[src/rtl/serial_subtractor.sv]
// Bit-serial subtractor: diff = a - b - borrow_in, one bit per clock, LSB first.
// Optional signed-overflow flag enabled by defining SERIAL_SUBTRACTOR_OVERFLOW_EN.
module serial_subtractor #(
   parameter int xlen = 8
) (
   input  logic            clk,
   input  logic            rst_n,
   input  logic            in_valid,
   output logic            in_ready,
   input  logic [xlen-1:0] a,
   input  logic [xlen-1:0] b,
   input  logic            borrow_in,
   output logic            out_valid,
   input  logic            out_ready,
   output logic [xlen-1:0] diff,
   output logic            borrow_out,
   output logic            overflow
);

   localparam int cw = (xlen > 1) ? $clog2(xlen) : 1;

   typedef enum logic [1:0] {IDLE, RUN, DONE} state_t;

   state_t          state;
   logic [xlen-1:0] a_sh;
   logic [xlen-1:0] b_sh;
   logic [xlen-1:0] diff_r;
   logic [cw-1:0]   cnt;
   logic            br;
   logic            a_i;
   logic            b_i;
   logic            d;
   logic            br_next;
   logic            last_bit;

   // Single full-subtractor cell working on the current LSBs.
   assign a_i      = a_sh[0];
   assign b_i      = b_sh[0];
   assign d        = a_i ^ b_i ^ br;
   assign br_next  = (~a_i & b_i) | (~a_i & br) | (b_i & br);
   assign last_bit = (cnt == cw'(xlen - 1));
   assign diff     = diff_r;

   always_ff @(posedge clk or negedge rst_n) begin
      if (!rst_n) begin
         state      <= IDLE;
         cnt        <= '0;
         br         <= 1'b0;
         a_sh       <= '0;
         b_sh       <= '0;
         diff_r     <= '0;
         borrow_out <= 1'b0;
         in_ready   <= 1'b1;
         out_valid  <= 1'b0;
      end else begin
         case (state)
            IDLE: begin
               if (in_valid && in_ready) begin
                  a_sh     <= a;
                  b_sh     <= b;
                  br       <= borrow_in;
                  cnt      <= '0;
                  in_ready <= 1'b0;
                  state    <= RUN;
               end
            end
            RUN: begin
               a_sh   <= a_sh >> 1;
               b_sh   <= b_sh >> 1;
               // Result bits enter at the MSB so bit 0 lands at diff[0] after xlen shifts.
               diff_r <= (diff_r >> 1) | (xlen'(d) << (xlen - 1));
               br     <= br_next;
               cnt    <= cnt + 1'b1;
               if (last_bit) begin
                  borrow_out <= br_next;
                  out_valid  <= 1'b1;
                  state      <= DONE;
               end
            end
            DONE: begin
               if (out_valid && out_ready) begin
                  out_valid <= 1'b0;
                  in_ready  <= 1'b1;
                  state     <= IDLE;
               end
            end
            default: begin
               out_valid <= 1'b0;
               in_ready  <= 1'b1;
               state     <= IDLE;
            end
         endcase
      end
   end

`ifdef SERIAL_SUBTRACTOR_OVERFLOW_EN
   // Signed overflow: borrow into the MSB differs from borrow out of it.
   always_ff @(posedge clk or negedge rst_n) begin
      if (!rst_n) begin
         overflow <= 1'b0;
      end else if (state == RUN && last_bit) begin
         overflow <= br ^ br_next;
      end
   end
`else
   assign overflow = 1'b0;
`endif

endmodule

[config.mk]
export PLATFORM = sky130hd
export DESIGN_NAME = serial_subtractor
export DESIGN_NICKNAME = d
export VERILOG_FILES = /design/src/rtl/serial_subtractor.sv
export SDC_FILE = /design/constraint.sdc
export NUM_CORES = 1
export LEC_CHECK = 0
export BUFFER_PORTS_ARGS = -buffer_cell sky130_fd_sc_hd__buf_2
export CORE_MARGIN = 2
export CORE_UTILIZATION = 40
export DETAILED_ROUTE_END_ITERATION = 10
export PLACE_DENSITY = 0.65
export RECOVER_POWER = 25
export SLEW_MARGIN = 20
export SYNTH_ARGS = -nofsm -noshare
export SYNTH_HDL_FRONTEND = slang
export SYNTH_SLANG_ARGS = --single-unit
export TNS_END_PERCENT = 100
[constraint.sdc]
create_clock -name clk -period 2.21 [get_ports clk]
set_input_delay 0.1105 -clock clk [delete_from_list [all_inputs] [get_ports clk]]
set_output_delay 0.1105 -clock clk [all_outputs]
set_load 0.03 [all_outputs]
Word level (Yosys, flattened, before mapping)
Cells that the tools add are included.
{"block": "totals", "output_inout_bits": 12, "input_bits": 21, "register_bits": 33, "wordCells": 54}
{"block": "classes", "mux": 18, "n_bitwise": 11, "eq_ne": 6, "addsub": 1, "reduce_logical": 9}
{"cell": "case mux 8 bit (2 select lines)", "n": 2}
{"cell": "two-way mux 8 bit", "n": 2}
{"cell": "AND reduction 3 bit", "n": 3}
{"cell": "OR 7 x 8 -> 8 bit", "n": 1}
{"cell": "two-way mux 2 bit", "n": 3}
{"cell": "inequality test 2 bit (second input constant)", "n": 3}
{"cell": "case mux 1 bit (3 select lines)", "n": 2}
{"cell": "case mux 2 bit (3 select lines)", "n": 1}
{"cell": "case mux 3 bit (2 select lines)", "n": 1}
{"cell": "two-way mux 1 bit", "n": 5}
{"cell": "AND reduction 2 bit", "n": 2}
{"cell": "adder 3 x 1 -> 3 bit (second input constant)", "n": 1}
{"cell": "AND 1 bit", "n": 3}
{"cell": "equality test 3 bit (second input constant)", "n": 1}
{"cell": "two-way mux 3 bit", "n": 1}
{"cell": "NOT 1 bit", "n": 3}
{"cell": "equality test 2 x 1 -> 1 bit (second input constant)", "n": 1}
{"cell": "equality test 2 bit (second input constant)", "n": 1}
{"cell": "logical AND 1 bit", "n": 2}
{"cell": "zero test 2 bit", "n": 1}
{"cell": "OR 1 bit", "n": 2}
{"cell": "case mux 1 bit (2 select lines)", "n": 1}
{"cell": "nonzero test 2 bit", "n": 1}
{"cell": "XOR 1 bit", "n": 2}

Depth between registers and ports, before layout
Gate-level depths: netlist (run 1).
{"block": "depth", "word_depth": 5, "depth_mapped": 6, "depth_no_buf": 4}

Worst setup path after synthesis (run 1)
OpenSTA, ideal clock, no wires.
{"block": "synth_path", "path_kind": "register -> register", "start": "reg in_ready", "end": "reg cnt[1]", "n_path_buf": 1, "synth_period_minus_slack_ps": 1445, "setup_ps": 121, "stages_incl_launch_ff": 5, "arrival_ps": 1324, "required_ps": 2089, "path_slack_ps": 765, "cell_sequence": "dfstp_2 a21oi_2 or2_1 buf_6 a22o_1"}
{"block": "synth_via", "elab_chain_len": 3}
{"element": "from (decl)", "line": "9", "source": "output logic in_ready,"}
{"element": "from (signal assigned)", "line": "53", "source": "in_ready <= 1'b1;"}
{"element": "from (signal assigned)", "line": "63", "source": "in_ready <= 1'b0;"}
{"element": "from (signal assigned)", "line": "83", "source": "in_ready <= 1'b1;"}
{"element": "logical AND 1 bit", "line": "58", "source": "if (in_valid && in_ready) begin"}
{"element": "inequality test 2 bit (no source line)"}
{"element": "AND reduction 2 bit (no source line)"}
{"element": "to (signal assigned)", "line": "73", "source": "cnt <= cnt + 1'b1;"}
{"element": "to (decl)", "line": "28", "source": "logic [cw-1:0] cnt;"}
No other way between the ends.
A chain may end at the register's enable or synchronous reset.

Final worst setup path (run 1)
{"block": "layout_path", "start": "reg state[0]", "end": "reg a_sh[3]"}
{"block": "layout_via", "elab_chain_len": 3, "elab_cells_between_ends": 6, "classes_between": "eq/ne (2); mux (1); reduce/logical (3)"}
{"element": "from (decl)", "line": "24", "source": "state_t state;"}
{"element": "from (signal assigned)", "line": "46", "source": "state <= IDLE;"}
{"element": "from (signal assigned)", "line": "64", "source": "state <= RUN;"}
{"element": "from (signal assigned)", "line": "77", "source": "state <= DONE;"}
{"element": "equality test 2 x 1 -> 1 bit or zero test 2 bit (tied branches)", "line": "56", "source": "case (state)"}
{"element": "nonzero test 2 bit (no source line) or inequality test 2 bit (tied branches)"}
{"element": "AND reduction 2 bit (no source line)"}
{"element": "to (signal assigned)", "line": "68", "source": "a_sh <= a_sh >> 1;"}
{"element": "to (decl)", "line": "25", "source": "logic [xlen-1:0] a_sh;"}
Parallel ways exist; a longest one is shown, timed or not.

==> results summary, run 1 <==
For this run, design rule violations remaining after detail routing come to 0. VDD sags by at most 0.5075 mV. The max-slew violation count came to 0. Ranked by total cell area, the synthesized netlist is headed by sky130_fd_sc_hd__dfrtp_1 52%, sky130_fd_sc_hd__mux2i_1 9.8%, sky130_fd_sc_hd__o21ai_0 8.5%. Of the total power, the clock network draws 0.188.

The cell count after synthesis came out at 150. The total die area is 4359 um^2. The area added between synthesis and finish came out at 15.53%. The global-route wire length before repair came out at 5071 um. The maximum achievable frequency came out at 548.5 MHz.

The net switching power of the design came out at 0.0009557 W. The number of vias in the routed layout came out at 1152. The final number of setup-violating endpoints came out at 0.

The clock latency at the later pin of the worst-skew pair came out at 0.28 ns. The min-delay analysis places its worst path in the category in -> reg. The worst setup path is of the reg -> reg kind.

The number of cells after detailed placement came out at 220. For the worst setup path, the data arrival time is 1.96 ns. The flow ran to the end, and the final reports show no timing, DRC or antenna violations. The worst-case clock skew came out at 0.004698 ns. The fraction of power consumed by combinational cells came out at 0.393. The number of nets handed over by synthesis was 174. The layout has 371 filler cells. In the finished design, the share of the clock period the worst path needs comes to 0.8250. The areal power density over the cells came out at 1357 nW/um^2. The relative slew slack is 0.5164. The type of element capturing the critical path is a register. Using the TritonRoute via totals, the vias-per-cell ratio works out to 5.053. The per-cell routed wire length came out at 13.10 um. In the final timing run, aggregate negative setup slack is 0 ns. The netlist area before placement is 1539 um^2. The floorplan row count came out at 22. The data required time of the critical path is 2.35 ns.

The pin count of the biggest net entering global routing came out at 34. The total area inside the core boundary comes to 3689 um^2. The multi-input gate area in the final layout came out at 619.3 um^2. The worst path needs 1.823 ns of the cycle, external delays included.

Setup repair after global routing left no endpoint under its margin. The final hold violation count came out at 0. The count of nets left with antenna violations after detail routing came out at 0. The share of synthesized area in the top cell type comes to 0.5203. The height of the die is 66.03 um.

The pre-CTS setup slack came out at 0.3540 ns. The fraction of the yosys area taken by sequential cells came out at 0.5374. The clock slew at the register clock pins of the worst setup and hold paths came out at 0.06 ns. The actual transition at the worst max-transition pin is 0.7254 ns.

The number of port buffers came out at 31. The initial cell density of the core came out at 0.4172. Clock tree synthesis inserted a total of 5 buffers.

Of the total power, registers draw 0.420. In the final design database the tool counted 204 nets. Hold timing on the final database bottoms out at a slack of 0.1023 ns. The top fanout value on the critical path came out at 17.

In the global route stage, overall resource usage came out at 0.1561. The maximum buffer depth of the clock tree is 2. The number of cells in the finished layout apart from fillers is 228.

The number of synthesis warnings is 0. Of the total power, the share spent switching nets is 0.3962. For this run the aggregate overflow at the end of global routing stands at 0. The internal power of the cells is 0.001457 W. The weighted congestion reported at the end of routability-driven placement is 0.7529.

The static leakage is 0.9219 nW. The mean post-synth cell area came out at 10.26 um^2. The post-synthesis cell type count is 23.

The smallest setup slack after layout is 0.3868 ns. The number of violations reported at the end of detailed-routing iteration 0 came out at 43. The placed wire-length estimate is 1993 um.

STA classifies the critical path startpoint as a register. The die width is 66.03 um. The number of antenna repair diodes is 0. The register bit total from synthesis came out at 33.

The sink count of the clock tree is 33. The total I/O pin count is 33. Across the run, the number of max-cap violations was 0. The total detailed-routing wirelength is 2986 um. The number of iterations in the first detailed-routing pass is 4.

The maximum level of the CTS H-tree is 2. The register cell area after layout is 827.0 um^2. The synthesized design spends more area on one cell type than any other, namely sky130_fd_sc_hd__dfrtp_1. The via count of the first global-routing pass is 1140. The cell sitting at the root of the clock tree is a sky130_fd_sc_hd__clkbuf_8. TritonCTS built the clock tree. The fraction of layout instances using a drive strength above 1 came out at 0.2000.

The initial antenna violation count came out at 0.
cell usage in the layout (no fill, tap or decap), drive strengths merged:
| cell type | count |
|---|---|
| a21oi | 7 |
| a22o | 2 |
| and4b | 2 |
| buf | 26 |
| clkbuf | 15 |
| conb | 1 |
| dfrtp | 32 |
| dfstp | 1 |
| dlygate4sd3 | 1 |
| fa | 1 |
| ha | 2 |
| inv | 2 |
| mux2 | 2 |
| mux2i | 15 |
| nand2 | 29 |
| nand2b | 2 |
| nor2 | 2 |
| nor2b | 1 |
| o21ai | 36 |
| or2 | 1 |
critical path: stages (launching register included):
cell and delay (ns):
sky130_fd_sc_hd__dfrtp_1 0.48, sky130_fd_sc_hd__a21oi_2 0.50, sky130_fd_sc_hd__or2_1 0.52, sky130_fd_sc_hd__o21ai_0 0.18
path summary, 6_finish.rpt:
kind                            startpoint        end  slack, ns  cells after the start
worst max register to register    state[0]    a_sh[3]       0.39                      3
worst min-delay path                  b[3]    b_sh[3]       0.10                      3
worst max-delay path              state[0]    a_sh[3]       0.39                      3
min in group asynchronous            rst_n    diff[0]       0.42                      2
max in group asynchronous            rst_n  out_valid       1.32                      2
worst min register to register     diff[0]    diff[0]       0.49                      2
per-layer routing:
| metal | vias up | part of all wire | track usage |
|---|---|---|---|
| li1 | 567 | - | - |
| met1 | 545 | 0.45 | 0.1776 |
| met2 | 34 | 0.47 | 0.2639 |
| met3 | 6 | 0.067 | 0.06985 |
| met4 | 0 | 0.015 | 0.04592 |
| met5 | - | 0 | 0 |
state kept, by name (all words and copies together) (netlist names):
signal,count
a_sh,8
b_sh,8
diff,8
cnt,3
state,2
borrow_out,1
br,1
in_ready,1
out_valid,1
power by group through the flow:
stage | Sequential (W) | Combinational, W | Clock [W]
after global placement | 0.00101 | 0.000941 | 0
after global routing | 0.00105 | 0.00107 | 0.000497
after floorplan | 0.00111 | 0.000692 | 0
final | 0.00101 | 0.000947 | 0.000453
after CTS | 0.00102 | 0.000984 | 0.000466
after detailed placement | 0.00102 | 0.000981 | 0
per-stage QoR:
step,instance area [um^2],power [W],utilization
2_1_floorplan,1539,0.001803,-
3_3_place_gp,1692,0.001949,0.4586
3_5_place_dp,1692,0.002006,0.4586
4_1_cts,1788,0.002467,0.4847
5_1_grt,1778,0.002611,0.4820
6_report,1778,0.002412,0.4820
area by class of cell:
| type | count | share of cell area |
|---|---|---|
| Multi-Input combinational cell | 103 | 0.3483 |
| Inverter | 2 | 0.004222 |
| Tap cell | 48 | 0.03378 |
| Timing Repair Buffer | 35 | 0.09993 |
| Clock buffer | 7 | 0.04856 |
| Sequential cell | 33 | 0.4652 |
cells by family after synthesis:
logic type / Yosys count / share of synthesized area
other: 1 / 0.002437
buffers and inverters: 14 / 0.06016
AND/OR/NAND/NOR: 37 / 0.1049
adder cells (fa/ha/maj): 3 / 0.02927
flip-flops: 33 / 0.5374
AO/OA/AOI/OAI: 45 / 0.1537
multiplexers: 17 / 0.1122
cell usage after synthesis:
| cell type | count |
|---|---|
| sky130_fd_sc_hd__buf_2 | 2 |
| sky130_fd_sc_hd__fa_1 | 1 |
| sky130_fd_sc_hd__buf_4 | 4 |
| sky130_fd_sc_hd__a22o_1 | 2 |
| sky130_fd_sc_hd__dfstp_2 | 1 |
| sky130_fd_sc_hd__or2_1 | 1 |
| sky130_fd_sc_hd__o21ai_1 | 10 |
| sky130_fd_sc_hd__clkbuf_1 | 3 |
| sky130_fd_sc_hd__a21oi_1 | 6 |
| sky130_fd_sc_hd__conb_1 | 1 |
| sky130_fd_sc_hd__dfrtp_1 | 32 |
| sky130_fd_sc_hd__a21oi_2 | 1 |
| sky130_fd_sc_hd__o21ai_0 | 26 |
| sky130_fd_sc_hd__and4b_1 | 2 |
| sky130_fd_sc_hd__mux2i_1 | 15 |
| sky130_fd_sc_hd__inv_1 | 2 |
| sky130_fd_sc_hd__mux2_2 | 2 |
| sky130_fd_sc_hd__ha_1 | 2 |
| sky130_fd_sc_hd__nor2b_1 | 1 |
| sky130_fd_sc_hd__nand2_1 | 29 |
| sky130_fd_sc_hd__nand2b_1 | 2 |
| sky130_fd_sc_hd__nor2_1 | 2 |
| sky130_fd_sc_hd__buf_6 | 3 |
repair_timing:
item / in CTS / in global routing
hold buffers: 1 / 0
hold endpoints to repair: 32 / 0
gates resized for setup: 0 / 0
setup buffers: 0 / 0
No activity file was read; power rests on OpenSTA's default activity.
==> inputs of run 2 (changes only) <==
- PLACE_DENSITY: 0.65 -> 0.67
- clock period: 2.21 -> 1.6 ns (I/O delays scaled with it)
==> results summary, run 2 (same netlist as run 1, synthesis figures left out) <==
The run finished with clean final reports. The detailed-route DRC error count came out at 0 (unchanged). The initial antenna violation count came to 0 (unchanged). The worst setup path is launched from a register. Leaving out fill and tap cells, the most frequent cell in the layout is sky130_fd_sc_hd__dfrtp_1. In this run the most critical hold path is launched from b[5].

The clock latency at the later pin of the worst-skew pair is 0.29 ns (about the same). The maximum ir drop on the vdd rail is 0.8114 mV (+60%). The worst-case clock skew came out at 0.004743 ns (+0.00004469 ns). The origin of the worst setup path is in_ready. The die width is 66.03 um (unchanged). The fraction of layout instances using a drive strength above 1 came out at 0.2162 (+0.01622). The pin count of the biggest net entering global routing came out at 34 (unchanged). The relative slew slack came out at 0.4640 (-0.05241). The sink count of the clock tree was 33 (unchanged). The tree is rooted in a sky130_fd_sc_hd__clkbuf_8. The per-cell via count in the routed design came out at 4.944 (-2.1%). The setup slack on the worst flop-to-flop path was 0.1 ns (-0.29 ns). The critical path's largest stage delay came to 0.59 ns (+0.07 ns).

The data required time of the critical path came out at 1.78 ns (-0.57 ns). The static leakage came out at 0.9389 nW (+1.8%). The weighted congestion reported at the end of routability-driven placement is 0.7171 (-4.8%).

In this run the critical register-to-register path is launched from in_ready. The max-capacitance violation count is 0 (unchanged). The total die area came out at 4359 um^2 (unchanged). The number of vias in the routed layout is 1152 (unchanged). The most congested layer reported by global routing is met2.

The number of violations reported at the end of detailed-routing iteration 0 came out at 38 (-12%). The top cell family by delay on the critical path is flip-flops. The internal power of the cells came out at 0.002012 W (+38%).

The post-cts resize count is 0 (unchanged). The area added between synthesis and finish is 17.15%. The initial cell density of the core came to 0.4172 (unchanged). The number of buffers added to fix hold violations after cts is 1 (unchanged). The worst hold-check slack came out at 0.07228 ns (-0.03001 ns). The total negative slack was 0 ns (unchanged).

The worst path arrival time is 1.68 ns (-0.28 ns). The via count of the first global-routing pass was 1131 (-0.79%). The max-slew violation count came out at 0 (unchanged). The maximum level of the CTS H-tree came to 2 (unchanged). The met2 capacity usage during global routing came to 0.2652 (+0.001263). The count of nets left with antenna violations after detail routing is 0 (unchanged). The areal power density over the cells is 1861 nW/um^2 (+37%). The met1 routing resource usage after global routing is 0.1831 (+0.005482). The final number of setup-violating endpoints is 0 (unchanged). The met3 routing resource usage after global routing is 0.04089 (-0.02896). The total detailed-routing wirelength is 2971 um (-0.50%). The power share of the clock group is 0.179 (-0.009). The net switching power of the design is 0.001344 W (+41%).

In the layout the commonest cells are 32 x sky130_fd_sc_hd__dfrtp_1, 29 x sky130_fd_sc_hd__nand2_1, 26 x sky130_fd_sc_hd__o21ai_0. The placed wire-length estimate came out at 2124 um (+6.6%). The global-route wire length before repair is 5043 um (-0.55%). The maximum buffer depth of the clock tree came out at 2 (unchanged). TritonCTS built the clock tree. The number of antenna repair diodes is 0 (unchanged). The min-delay analysis places its worst path in the category in -> reg. The number of buffer and inverter stages on the critical path is 0 (unchanged). The fraction of power consumed by combinational cells came out at 0.410 (+0.017). Setup repair after global routing left no endpoint under its margin.

The height of the die is 66.03 um (unchanged). The actual transition at the worst max-transition pin came to 0.8040 ns (+0.07862 ns). The worst setup path is captured at a register.

The aggregate global-route resource usage is 0.1575 (+0.001452). The total setup buffers inserted after CTS is 0 (unchanged). The total I/O pin count came out at 33 (unchanged).

The maximum achievable frequency is 664.8 MHz (+21%). The final critical-path required period came out at 1.504 ns (-0.3191 ns). The final hold violation count is 0 (unchanged). The part of the total power dissipated in sequential elements came out at 0.411 (-0.009).

The floorplan row count is 22 (unchanged). The number of iterations in the first detailed-routing pass came out at 4 (unchanged). The portion of the clock cycle consumed by the worst path in the final layout is 0.9401 (+0.1151). The total core area came out at 3689 um^2 (unchanged).

The net count reported at finish came out at 208 (+2.0%). The start-to-end type of the worst setup path is reg -> reg. The top fanout value on the critical path came out at 17 (unchanged). For this design, the slowest cell found on the critical path is sky130_fd_sc_hd__dfstp_2. The clock slew at the register clock pins of the worst setup and hold paths came out at 0.06 ns (about the same).

The total clock buffers created by CTS is 5 (unchanged). The sum of overflow across all layers after global routing came out at 0 (unchanged). The number of port buffers is 31 (unchanged). The per-cell routed wire length was 12.75 um (-2.6%).

The net switching fraction of the power was 0.4006 (+0.004401). The critical path goes through a21oi_2 > or2_1 > a22o_1.
## run 2: cell types whose count changed in the layout (fill, tap and decap cells not counted), sizes merged
| cell | change |
|---|---|
| clkinv | +2 |
| clkbuf | +1 |
| buf | +2 |
## run 2: metal layers
metal,vias up,share of wire
met1,544,0.44
met5,-,0
met4,0,0.021
li1,576,-
met2,26,0.49
met3,6,0.044
## run 2: cell type report
cell class                      instances  area, um^2
Fill cell                             361        1886
Clock inverter                          2       10.01
Tap cell                               48       60.06
Sequential cell                        33       827.0
Clock buffer                            6       72.57
Timing Repair Buffer                   39       206.4
Multi-Input combinational cell        103       619.3
Inverter                                2       7.507
## run 2: worst register-to-register path: stages, from the launching register on
cell and delay [ns]:
sky130_fd_sc_hd__dfstp_2 0.59, sky130_fd_sc_hd__a21oi_2 0.07, sky130_fd_sc_hd__or2_1 0.42, sky130_fd_sc_hd__a22o_1 0.32
## run 2: power groups by stage
stage,Sequential [W],Clock [W],Combinational (W)
4_1_cts,0.00138,0.000620,0.00142
3_5_place_dp,0.00139,0,0.00142
6_report,0.00138,0.000600,0.00138
3_3_place_gp,0.00137,0,0.00136
5_1_grt,0.00143,0.000664,0.00155
2_1_floorplan,0.00153,0,0.000956
## run 2: path summary, 6_finish.rpt
check                      endpoint  cells after the start
max in group asynchronous   a_sh[2]                      2
setup reg to reg             cnt[2]                      3
hold / removal              b_sh[5]                      3
hold reg to reg             diff[0]                      2
min in group asynchronous    cnt[0]                      2
setup / recovery             cnt[2]                      3
## run 2: per-stage QoR
step | power [W] | setup WS (ns) | util | instances | instance area (um^2)
3_3_place_gp | 0.002739 | 0.1572 | 0.4668 | 224 | 1722
6_report | 0.003356 | 0.09586 | 0.4888 | 233 | 1803
2_1_floorplan | 0.002490 | 0.1546 | - | 150 | 1539
4_1_cts | 0.003420 | 0.1003 | 0.4919 | 233 | 1814
5_1_grt | 0.003641 | 0.02518 | 0.4888 | 233 | 1803
3_5_place_dp | 0.002813 | 0.1134 | 0.4668 | 224 | 1722
==> inputs of run 3 (changes only) <==
==> constraint.sdc (replaced) <==
create_clock -name clk -period 1.6 [get_ports clk]
set_input_delay 0.32 -clock clk [delete_from_list [all_inputs] [get_ports clk]]
set_output_delay 0.32 -clock clk [all_outputs]
set_load 0.03 [all_outputs]
==> results summary, run 3 (same netlist as run 1, synthesis figures left out) <==
The height of the die is 66.03 um (unchanged). The maximum ir drop on the vdd rail is 0.8062 mV (-0.65%). The top fanout value on the critical path was 17 (unchanged). The total core area was 3689 um^2 (unchanged). The max-capacitance violation count is 0 (unchanged).

The per-cell routed wire length came out at 13.19 um (+3.4%). The aggregate global-route resource usage came to 0.1595 (+0.001931). The pin count of the biggest net entering global routing came out at 34 (unchanged). The number of port buffers came out at 31 (unchanged).

Setup repair after global routing left no endpoint under its margin. The placed wire-length estimate is 2165 um (+1.9%). The number of violations reported at the end of detailed-routing iteration 0 came out at 27 (-29%). The die width came out at 66.03 um (unchanged). The initial antenna violation count came to 0 (unchanged).

The areal power density over the cells is 1866 nW/um^2 (+0.25%). The worst path arrival time was 1.67 ns (about the same). The fraction of layout instances using a drive strength above 1 came out at 0.2688 (+0.05260). The total die area was 4359 um^2 (unchanged). The per-cell via count in the routed design came to 5.073 (+2.6%). The max-slew violation count came to 0 (unchanged). The total power after layout is 0.003394 W (+1.2%). The worst-case clock skew came out at 0.003209 ns (-0.001534 ns).

The sink count of the clock tree is 33 (unchanged). The number of vias in the routed layout was 1187 (+3.0%). The most common cell after layout, fill and taps aside is sky130_fd_sc_hd__dfrtp_1. The number of antenna repair diodes came to 0 (unchanged). The portion of the clock cycle consumed by the worst path in the final layout is 0.9376 (-0.002463).

The total setup buffers inserted after CTS is 0 (unchanged). The total detailed-routing wirelength came to 3086 um (+3.9%). The total clock buffers created by CTS came out at 5 (unchanged).

The clock slew at the register clock pins of the worst setup and hold paths is 0.07 ns (about the same). The total I/O pin count came out at 33 (unchanged). The detailed-route DRC error count is 0 (unchanged). The area added between synthesis and finish came out at 18.21%. The number of iterations in the first detailed-routing pass came out at 4 (unchanged). The maximum level of the CTS H-tree is 2 (unchanged). The relative slew slack came out at 0.4513 (-0.01269).

The global-route wire length before repair came out at 5154 um (+2.2%). The final hold violation count came out at 0 (unchanged). The critical path in this run is classified as reg -> reg. The final critical-path required period is 1.500 ns (-0.003940 ns). The root buffer cell chosen for the clock tree is sky130_fd_sc_hd__clkbuf_8. The sum of overflow across all layers after global routing was 0 (unchanged).

The total negative slack came out at 0 ns (unchanged). Leaving out fill and tap cells, the most frequent cells in the layout are 32 x sky130_fd_sc_hd__dfrtp_1, 31 x sky130_fd_sc_hd__buf_2, 29 x sky130_fd_sc_hd__nand2_1. The final number of setup-violating endpoints is 0 (unchanged). The initial cell density of the core came to 0.4172 (unchanged). The via count of the first global-routing pass came out at 1120 (-0.97%). The data required time of the critical path is 1.77 ns (about the same). The type of element capturing the critical path is a register. The weighted congestion reported at the end of routability-driven placement came out at 0.7203 (+0.45%). The count of nets left with antenna violations after detail routing came out at 0 (unchanged). TritonCTS built the clock tree. The tightest min-delay check is of the in -> reg type. The clock latency at the later pin of the worst-skew pair is 0.28 ns (about the same). The net count reported at finish is 209 (+0.48%).

The maximum buffer depth of the clock tree came out at 2 (unchanged). The static leakage is 0.9770 nW (+4.1%). The type of origin of the critical path is a register. The floorplan row count is 22 (unchanged).

The maximum achievable frequency came to 666.6 MHz (+0.26%). The flow ran to the end, and the final reports show no timing, DRC or antenna violations. The actual transition at the worst max-transition pin is 0.8230 ns (+0.01904 ns).
run 3: changes by cell type in the layout (fill, tap and decap cells not counted):
| cell | before | now |
|---|---|---|
| sky130_fd_sc_hd__clkbuf_1 | 10 | 1 |
| sky130_fd_sc_hd__buf_2 | 21 | 31 |
run 3: where the power goes:
part / switching (W) / internal (W) / leakage [nW]
Clock: 0.000298 / 0.000301 / 0.0450
Sequential: 0.000200 / 0.00118 / 0.418
Combinational: 0.000858 / 0.000559 / 0.514
Total: 0.00136 / 0.00204 / 0.977
run 3: per-stage QoR:
step | worst slack (ns) | utilization | hold WS (ns) | cell area (um^2) | std cells
after floorplan | 0.1546 | - | 0.02441 | 1539 | 150
after global placement | 0.1593 | 0.4722 | 0.2887 | 1742 | 225
after detailed placement | 0.1114 | 0.4722 | 0.2927 | 1742 | 225
after CTS | 0.09369 | 0.4973 | 0.3125 | 1834 | 234
after global routing | 0.01714 | 0.4932 | 0.3117 | 1819 | 234
final | 0.09980 | 0.4932 | 0.3161 | 1819 | 234
run 3: worst max-delay path, cell delays in order (launching register included):
cell and delay, ns:
sky130_fd_sc_hd__dfstp_2 0.59, sky130_fd_sc_hd__a21oi_2 0.07, sky130_fd_sc_hd__or2_1 0.42, sky130_fd_sc_hd__a22o_1 0.32
run 3: layout make-up:
cell class | instances | area, um^2
Sequential cell | 33 | 827.0
Inverter | 2 | 7.507
Multi-Input combinational cell | 103 | 619.3
Fill cell | 360 | 1869
Clock inverter | 2 | 10.01
Timing Repair Buffer | 40 | 222.7
Clock buffer | 6 | 72.57
Tap cell | 48 | 60.06
run 3: worst paths after layout:
check	from	end	slack [ns]	cells past startpoint
setup reg to reg	in_ready	cnt[2]	0.1	3
setup / recovery	in_ready	cnt[2]	0.1	3
hold / removal	b[5]	b_sh[5]	0.32	3
hold reg to reg	diff[7]	diff[6]	0.49	2
min in group asynchronous	rst_n	diff[0]	0.75	3
max in group asynchronous	rst_n	state[0]	0.34	3
run 3: what timing repair did:
item	CTS	global route
resized for setup	0	0
hold buffers	1	0
hold endpoints to repair	32	0
setup endpoints to repair	0	0
run 3: routing by layer:
metal,global-route usage,part of all wire
met5,0,0
met4,0.04592,0.014
met3,0.05622,0.047
met2,0.2652,0.50
met1,0.1956,0.44
